$ cat src/rtl/div_32_16_seq_pkg.sv
// Shared definitions for the 32/16 sequential signed divider.
// Covers the FSM state encoding, the default operand width and the iteration counter width.
package div_32_16_seq_pkg;

    localparam int DEF_DW    = 16;
    localparam int DEF_CNT_W = $clog2(2 * DEF_DW);

    typedef enum logic [1:0] {
        IDLE = 2'd0,
        CALC = 2'd1,
        SIGN = 2'd2,
        DONE = 2'd3
    } state_t;

endpackage

$ cat src/rtl/div_32_16_seq_udiv_step.sv
// One restoring division step on magnitudes.
// Shifts the next dividend bit into the partial remainder, then trial-subtracts the divisor.
module udiv_step #(
    parameter int DW = 16
) (
    input  logic [DW:0] rem,
    input  logic        din,
    input  logic [DW:0] dvs,
    output logic [DW:0] rem_next,
    output logic        qbit
);

    logic [DW+1:0] shifted;
    logic [DW+1:0] diff;

    // The remainder is always below the divisor (at most 2^DW), so the shifted value
    // fits in DW+1 bits. The extra top bit of diff then acts as the borrow flag.
    assign shifted  = {rem, din};
    assign diff     = shifted - {1'b0, dvs};
    assign qbit     = ~diff[DW+1];
    assign rem_next = qbit ? diff[DW:0] : shifted[DW:0];

endmodule

$ cat src/rtl/div_32_16_seq.sv
// Sequential signed divider: a 2*DW-bit dividend divided by a DW-bit divisor.
// Produces a quotient truncated toward zero, plus a remainder and overflow/divide-by-zero flags.
module div_32_16_seq
    import div_32_16_seq_pkg::*;
#(
    parameter int DW = DEF_DW
) (
    input  logic            sys_clk,
    input  logic            sys_rst_n,
    input  logic            in_valid,
    output logic            in_ready,
    input  logic [2*DW-1:0] DIVIDEND,
    input  logic [DW-1:0]   DIVISOR,
    output logic            out_valid,
    input  logic            out_ready,
    output logic [DW-1:0]   QUOT,
    output logic [DW-1:0]   REM,
    output logic            ovf,
    output logic            div_zero
);

    localparam int CW = $clog2(2 * DW);

    state_t          state_reg, state_next;
    logic [CW-1:0]   cnt_reg;
    logic [DW:0]     rem_reg;
    logic [DW:0]     dvs_reg;
    logic [2*DW-1:0] dvd_reg;
    logic            neg_q_reg;
    logic            neg_r_reg;
    logic [DW-1:0]   quot_reg;
    logic [DW-1:0]   rem_out_reg;
    logic            ovf_reg;
    logic            dz_reg;

    logic            accept;
    logic            dvs_is_zero;
    logic            calc_last;
    logic [2*DW-1:0] dvd_mag;
    logic [DW:0]     dvs_ext;
    logic [DW:0]     dvs_mag;
    logic [DW:0]     step_rem;
    logic            step_q;
    logic [2*DW:0]   q_ext;
    logic [2*DW:0]   q_signed;
    logic [DW:0]     q_top;
    logic            q_ovf;
    logic [DW-1:0]   r_signed;

    assign in_ready    = (state_reg == IDLE);
    assign out_valid   = (state_reg == DONE);
    assign accept      = in_valid & in_ready;
    assign dvs_is_zero = (DIVISOR == '0);
    assign calc_last   = (cnt_reg == CW'(2 * DW - 1));

    // The unsigned magnitude of the most negative dividend still fits in 2*DW bits.
    // The divisor is sign-extended by one bit, so 0x8000 keeps its full magnitude.
    assign dvd_mag = DIVIDEND[2*DW-1] ? -DIVIDEND : DIVIDEND;
    assign dvs_ext = {DIVISOR[DW-1], DIVISOR};
    assign dvs_mag = dvs_ext[DW] ? -dvs_ext : dvs_ext;

    udiv_step #(.DW(DW)) u_step (
        .rem      (rem_reg),
        .din      (dvd_reg[2*DW-1]),
        .dvs      (dvs_reg),
        .rem_next (step_rem),
        .qbit     (step_q)
    );

    // A quotient magnitude of 2^(2*DW-1) with a positive sign needs one extra bit.
    assign q_ext    = {1'b0, dvd_reg};
    assign q_signed = neg_q_reg ? -q_ext : q_ext;
    assign q_top    = q_signed[2*DW:DW-1];
    assign q_ovf    = ~((&q_top) | ~(|q_top));
    assign r_signed = neg_r_reg ? -rem_reg[DW-1:0] : rem_reg[DW-1:0];

    always_ff @(posedge sys_clk or negedge sys_rst_n) begin
        if (!sys_rst_n) begin
            state_reg <= IDLE;
        end else begin
            state_reg <= state_next;
        end
    end

    always_comb begin
        state_next = state_reg;
        case (state_reg)
            IDLE: if (accept) state_next = dvs_is_zero ? DONE : CALC;
            CALC: if (calc_last) state_next = SIGN;
            SIGN: state_next = DONE;
            DONE: if (out_ready) state_next = IDLE;
            default: state_next = IDLE;
        endcase
    end

    always_ff @(posedge sys_clk or negedge sys_rst_n) begin
        if (!sys_rst_n) begin
            cnt_reg     <= '0;
            rem_reg     <= '0;
            dvs_reg     <= '0;
            dvd_reg     <= '0;
            neg_q_reg   <= 1'b0;
            neg_r_reg   <= 1'b0;
            quot_reg    <= '0;
            rem_out_reg <= '0;
            ovf_reg     <= 1'b0;
            dz_reg      <= 1'b0;
        end else begin
            case (state_reg)
                IDLE: begin
                    if (accept) begin
                        neg_q_reg <= DIVIDEND[2*DW-1] ^ DIVISOR[DW-1];
                        neg_r_reg <= DIVIDEND[2*DW-1];
                        dvd_reg   <= dvd_mag;
                        dvs_reg   <= dvs_mag;
                        rem_reg   <= '0;
                        cnt_reg   <= '0;
                        if (dvs_is_zero) begin
                            quot_reg    <= '0;
                            rem_out_reg <= '0;
                            ovf_reg     <= 1'b0;
                            dz_reg      <= 1'b1;
                        end
                    end
                end
                CALC: begin
                    // dvd_reg shifts dividend bits out and quotient bits in.
                    rem_reg <= step_rem;
                    dvd_reg <= {dvd_reg[2*DW-2:0], step_q};
                    cnt_reg <= cnt_reg + CW'(1);
                end
                SIGN: begin
                    quot_reg    <= q_signed[DW-1:0];
                    rem_out_reg <= r_signed;
                    ovf_reg     <= q_ovf;
                    dz_reg      <= 1'b0;
                end
                default: begin
                end
            endcase
        end
    end

    assign QUOT     = quot_reg;
    assign REM      = rem_out_reg;
    assign ovf      = ovf_reg;
    assign div_zero = dz_reg;

endmodule

$ cat config.mk
export PLATFORM = sky130hd
export DESIGN_NAME = div_32_16_seq
export DESIGN_NICKNAME = d
export VERILOG_FILES = /design/src/rtl/div_32_16_seq_pkg.sv /design/src/rtl/div_32_16_seq_udiv_step.sv /design/src/rtl/div_32_16_seq.sv
export SDC_FILE = /design/constraint.sdc
export NUM_CORES = 1
export LEC_CHECK = 0
export BUFFER_PORTS_ARGS = -buffer_cell sky130_fd_sc_hd__buf_2
export CORE_UTILIZATION = 45
export CTS_BUF_LIST = sky130_fd_sc_hd__clkbuf_8 sky130_fd_sc_hd__clkbuf_16
export DETAILED_ROUTE_END_ITERATION = 10
export SETUP_SLACK_MARGIN = 0.1
export SYNTH_ARGS = -nofsm -noshare
export SYNTH_HDL_FRONTEND = slang
export SYNTH_SLANG_ARGS = --single-unit
$ cat constraint.sdc
create_clock -name sys_clk -period 3 [get_ports sys_clk]
set_input_delay 0.15 -clock sys_clk [delete_from_list [all_inputs] [get_ports sys_clk]]
set_output_delay 0.15 -clock sys_clk [all_outputs]
set_load 0.01 [all_outputs]
# Yosys cells after proc, flatten, opt, wreduce, memory -nomap -nowiden
# Index checks and enable logic that the tools add are counted.
[classes]
n_reduce_logical = 10
eq_ne = 8
n_mux = 26
addsub = 6
bitwise_logic = 6
[ops]
columns = ["cell", "n"]
rows = [
  ["two-way mux 32 bit", 3],
  ["negator 32 bit", 2],
  ["one-hot mux 16 bit (2 select lines)", 2],
  ["one-hot mux 32 bit (2 select lines)", 1],
  ["two-way mux 17 bit", 3],
  ["two-way mux 16 bit", 3],
  ["one-hot mux 17 bit (2 select lines)", 1],
  ["subtractor 18 x 17 -> 18 bit", 1],
  ["negator 17 bit", 1],
  ["AND reduction 17 bit", 1],
  ["OR reduction 17 bit", 1],
  ["zero test 16 bit", 1],
  ["negator 16 bit", 1],
  ["one-hot mux 5 bit (2 select lines)", 1],
  ["two-way mux 2 bit", 4],
  ["one-hot mux 2 bit (4 select lines)", 1],
  ["!= test 2 x 1 -> 1 bit, second input constant", 3],
  ["AND reduction 3 bit", 2],
  ["adder 5 x 1 -> 5 bit, second input constant", 1],
  ["equality test 5 bit, second input constant", 1],
  ["two-way mux 5 bit", 1],
  ["equality test 2 bit, second input constant", 2],
  ["two-way mux 1 bit", 4],
  ["one-hot mux 1 bit (2 select lines)", 2],
  ["9 further kinds", 13],
]
[totals]
word_cells = 67
register_bits = 109
in_bits = 52
out_inout_bits = 36

# Longest topological paths before layout
[depth]
ltp_word = 7
mapped_depth = 12
depth_no_buf = 12

# Cells and area by module
# From an unflattened synthesis, not the netlist that was laid out.
[unflattened]
hier_cells = 935
area_unflattened_um2 = 8121.5
[modules_own_cells]
columns = ["module", "area_per_inst_um2", "n_inst", "seq_area_each_um2", "cells_per_inst"]
rows = [
  ["div_32_16_seq", 6895.4, 1, 2727.6, 776],
  ["udiv_step", 1226.2, 1, 0.0, 159],
]

# Least setup slack after synthesis
# OpenSTA, ideal clock, no wires.
[synth_timing]
path_kind = "register to register"
startpoint = "reg dvd_reg[11]"
endpoint = "reg ovf_reg (netlist: ovf)"
period_less_slack_ps = 2731
slack_ps = 269
arrival_ps = 2598
path_stages_with_launch = 10
required_time_ps = 2867
path_cell_list = "dfrtp_1 > nor4_4 > nand3_2 > or2_1 > buf_6 > o41ai_2 > a32oi_1 > or4_1 > nor4_1 > o41ai_1"
[synth_between]
elab_chain_cells = 7
elab_cells_between_ends = 8
cone_classes = "add/sub: 1; mux: 2; bitwise: 3; reduce/logical: 2"
[synth_lines]
columns = ["item", "line", "source"]
rows = [
  ["start, declared", "div_32_16_seq.sv:28", "logic [2*DW-1:0] dvd_reg;"],
  ["start signal, assigned", "div_32_16_seq.sv:114", "dvd_reg <= dvd_mag;"],
  ["start signal, assigned", "div_32_16_seq.sv:129", "dvd_reg <= {dvd_reg[2*DW-2:0], step_q};"],
  ["negator 32 bit (*)", "div_32_16_seq.sv:72", "assign q_signed = neg_q_reg ? -q_ext : q_ext;"],
  ["two-way mux 32 bit (*)", "div_32_16_seq.sv:72", ""],
  ["OR reduction 17 bit", "div_32_16_seq.sv:74", "assign q_ovf = ~((&q_top) | ~(|q_top));"],
  ["NOT 1 bit", "div_32_16_seq.sv:74", ""],
  ["bitwise OR 1 bit (*)", "div_32_16_seq.sv:74", ""],
  ["NOT 1 bit (*)", "div_32_16_seq.sv:74", ""],
  ["one-hot mux 1 bit (2 select lines) (*)", "div_32_16_seq.sv:109", "case (state_reg)"],
  ["end signal, assigned", "div_32_16_seq.sv:135", "ovf_reg <= q_ovf;"],
  ["end, declared", "div_32_16_seq.sv:33", "logic ovf_reg;"],
]
# Every way passes the cells marked *; elsewhere a longest branch is shown, timed or not.
# A chain may end at the register's enable or synchronous reset.

# Worst setup path in the final report
[layout_timing]
startpoint = "reg dvd_reg[26]"
endpoint = "reg ovf_reg (netlist: ovf)"
[layout_between]
elab_chain_cells = 7
elab_cells_between_ends = 8
cone_classes = "add/sub: 1; mux: 2; bitwise: 3; reduce/logical: 2"
[layout_lines]
columns = ["item", "line"]
rows = [
  ["negator 32 bit", "div_32_16_seq.sv:72"],
  ["two-way mux 32 bit (*)", "div_32_16_seq.sv:72"],
  ["OR reduction 17 bit", "div_32_16_seq.sv:74"],
  ["NOT 1 bit", "div_32_16_seq.sv:74"],
  ["bitwise OR 1 bit (*)", "div_32_16_seq.sv:74"],
  ["NOT 1 bit (*)", "div_32_16_seq.sv:74"],
  ["one-hot mux 1 bit (2 select lines) (*)", "div_32_16_seq.sv:109"],
]
# Marks and branches as above.

==> out/results.tsv <==
metric	value	unit
syn_avg_cell_area	8.34	um^2
ys_types	64	
root_buffer	clkbuf_16	
critPathLaunch	dvd_reg[26]	
seqPwrFrac	28.1	%
synth_edf_count	0	
antenna_found_initial	0	
ant_nets	0	
cp_num_buf_inv	0	
cp-start-kind	flop	
setup-violations-final	0	
syn-num-nets	1015	
worstSetupPathType	reg2reg	
cp.arrival	3020	ps
r2r_start	dvd_reg[26]	
cts.sinks	109	
grt_pass1_wl	32500	um
internal-power	5.07	mW
cts_buffers	9	
clock_path_buffers	2	
place_inst	1234	
largest_reg_flops	32	
tightest_slew	1110	ps
core_area	16800	um^2
synth_ff_type	dfrtp_1	
worst-r2r-setup-slack	180	ps
worstSetupPathDepth	8	
p_sw	4.53	mW
final_common_cell	nand2_1	
dieWidth	134	um
power_frac_comb	59.0	%
htreeDepth	3	
drc	0	
grt_pass1_vias	6183	
grt_setup_unrepaired	true	
mostFrequentLayoutCells	nand2_1 (141), dfrtp_1 (108), o21ai_0 (91)	
pwr-share-clk	12.9	%
period_needed	2820	ps
postSynthCellCount	935	
viasPerCell	5.52	
dieArea	17900	um^2
io_buffers	87	
initial_core_util	46.5	%
row_count	47	
synth_seq_cells	109	
crit_chain	nor4_4, nand3b_2, or4_1, o31ai_4, xnor2_1, or4_1, nor4_1, o41ai_1	
crit_path_max_fanout	7	
cts_tree	built	
syn_area	7800	um^2
fillers	1631	
num_io_pins	88	
fin_cells	1252	
grt_max_degree	62	
grt_use_total	22.9	%
fmax	355	MHz
reg2reg_depth	8	
p_leak	4.15	nW
drv_cap	0	
chipHeight	134	um
status	completed	
hp-class	in2reg	
hpwl	15100	um
finalHoldViolCount	0	
synth-warning-count	0	
clk_pin_slew	80	ps
async_reset_ff_share	100	%
maxSlewViolCount	0	
total_power	9.59	mW
slowest_delay	510	ps
power.density	1060	nW/um^2
insertion_delay	360	ps
cp-end-kind	flop	
dr.pass1.iters	5	
critPathSlowestCell	or4_1	
finalNetCount	1107	
drtIter0Drc	371	
num_vias	6913	
crit_required	3200	ps
crit_top_cell	or4_1	
ir_worst_vdd	668	uV
crit_family	simple AND/OR/NAND/NOR gates	
drive_gt1_share	18.2	%
crit_end	ovf	
final.setup.tns	0	ps
syn_to_final_growth	16.6	%
fin_crit_sh	94.0	%
wirelength	20000	um
wl_per_cell	16.0	um
globalplace.congestion	0.927	
grt_overflow_total	0	
yosysSeqAreaShare	35.0	%
swShare	47.2	%
finClkSkew	7.36	ps
diodes	0	
slew_headroom	26.0	%
r2r_end	ovf	
## logic make-up (layout without fill, tap and decap cells)
kind of cell | after synthesis | in the layout | share of synthesized area, %
AND/OR/NAND/NOR | 308 | 308 | 19.0
buffers and inverters | 98 | 195 | 4.88
multiplexers | 26 | 26 | 3.37
flip-flops | 109 | 109 | 35.0
XOR/XNOR | 94 | 94 | 10.6
adder cells (fa/ha/maj) | 28 | 28 | 4.59
AO/OA/AOI/OAI | 272 | 272 | 22.6
## Yosys cell counts, drive strengths merged, types with 5 or more instances
cell	number	area, um^2
buf	11	53.8
nand2	141	529
o41ai	18	184
nor4	9	101
a31oi	6	37.5
inv	36	135
o31ai	60	464
nor2b	7	43.8
clkbuf	50	188
a21oi	52	260
or4	12	90.1
o21ai	94	470
ha	27	338
nor3	23	115
nand4	9	56.3
nand3	17	90.1
nand2b	6	37.5
o21a	5	37.5
dfrtp	109	2730
a21o	5	37.5
mux2i	24	240
or3	8	50.1
xnor2	30	263
nor2	56	210
xor2	64	561
## power by group through the flow
stage | Combinational, mW | Clock [mW] | Sequential (mW)
2_1_floorplan | 3.98 | 0 | 2.60
3_3_place_gp | 5.51 | 0 | 2.70
3_5_place_dp | 5.54 | 0 | 2.71
4_1_cts | 5.55 | 1.26 | 2.69
5_1_grt | 6.31 | 1.32 | 2.79
6_report | 5.66 | 1.24 | 2.70
## how the worst min path moves through the flow
stage / endpoint / startpoint / slack (ps) / depth (start not counted)
finish: dvs_reg[16] / in_valid / 60 / 2
global route: dvs_reg[16] / in_valid / 50 / 2
CTS: dvs_reg[16] / in_valid / 50 / 2
detailed placement: dvs_reg[8] / sys_rst_n / 230 / 1
global placement: dvs_reg[8] / sys_rst_n / 230 / 1
floorplan: QUOT[0] / sys_rst_n / -150 / 0
## final cells by class
| class | count | area [um^2] | share of cell area (%) |
|---|---|---|---|
| Timing Repair Buffer | 142 | 870 | 9.57 |
| Multi-Input combinational cell | 728 | 4780 | 52.6 |
| Clock inverter | 7 | 75.1 | 0.826 |
| Tap cell | 220 | 275 | 3.03 |
| Sequential cell | 109 | 2730 | 30.0 |
| Inverter | 37 | 139 | 1.53 |
| Clock buffer | 9 | 225 | 2.48 |
## timing repair
| action | in CTS | in global routing |
|---|---|---|
| hold buffers | 1 | 0 |
| setup buffers | 0 | 1 |
| endpoints found under the setup margin | 0 | 5 |
| resized for setup | 0 | 15 |
| endpoints found under the hold margin | 48 | 0 |
## through the flow
step / cell area [um^2] / hold slack [ps] / setup WS (ps) / util, %
2_1_floorplan: 7800 / -146 / 269 / -
3_3_place_gp: 8700 / 230 / 176 / 51.9
3_5_place_dp: 8700 / 231 / 98.5 / 51.9
4_1_cts: 9010 / 46.3 / 160 / 53.8
5_1_grt: 9090 / 50.6 / 24.1 / 54.2
6_report: 9090 / 57.2 / 181 / 54.2
## per-layer routing
| layer | up-vias | share of wire, % | global-route usage (%) |
|---|---|---|---|
| li1 | 3532 | - | - |
| met1 | 3223 | 54 | 36.0 |
| met2 | 147 | 41 | 32.8 |
| met3 | 11 | 4.2 | 2.63 |
| met4 | 0 | 1.0 | 6.06 |
| met5 | - | 0 | 0 |
(Power assumes the default switching activity.)
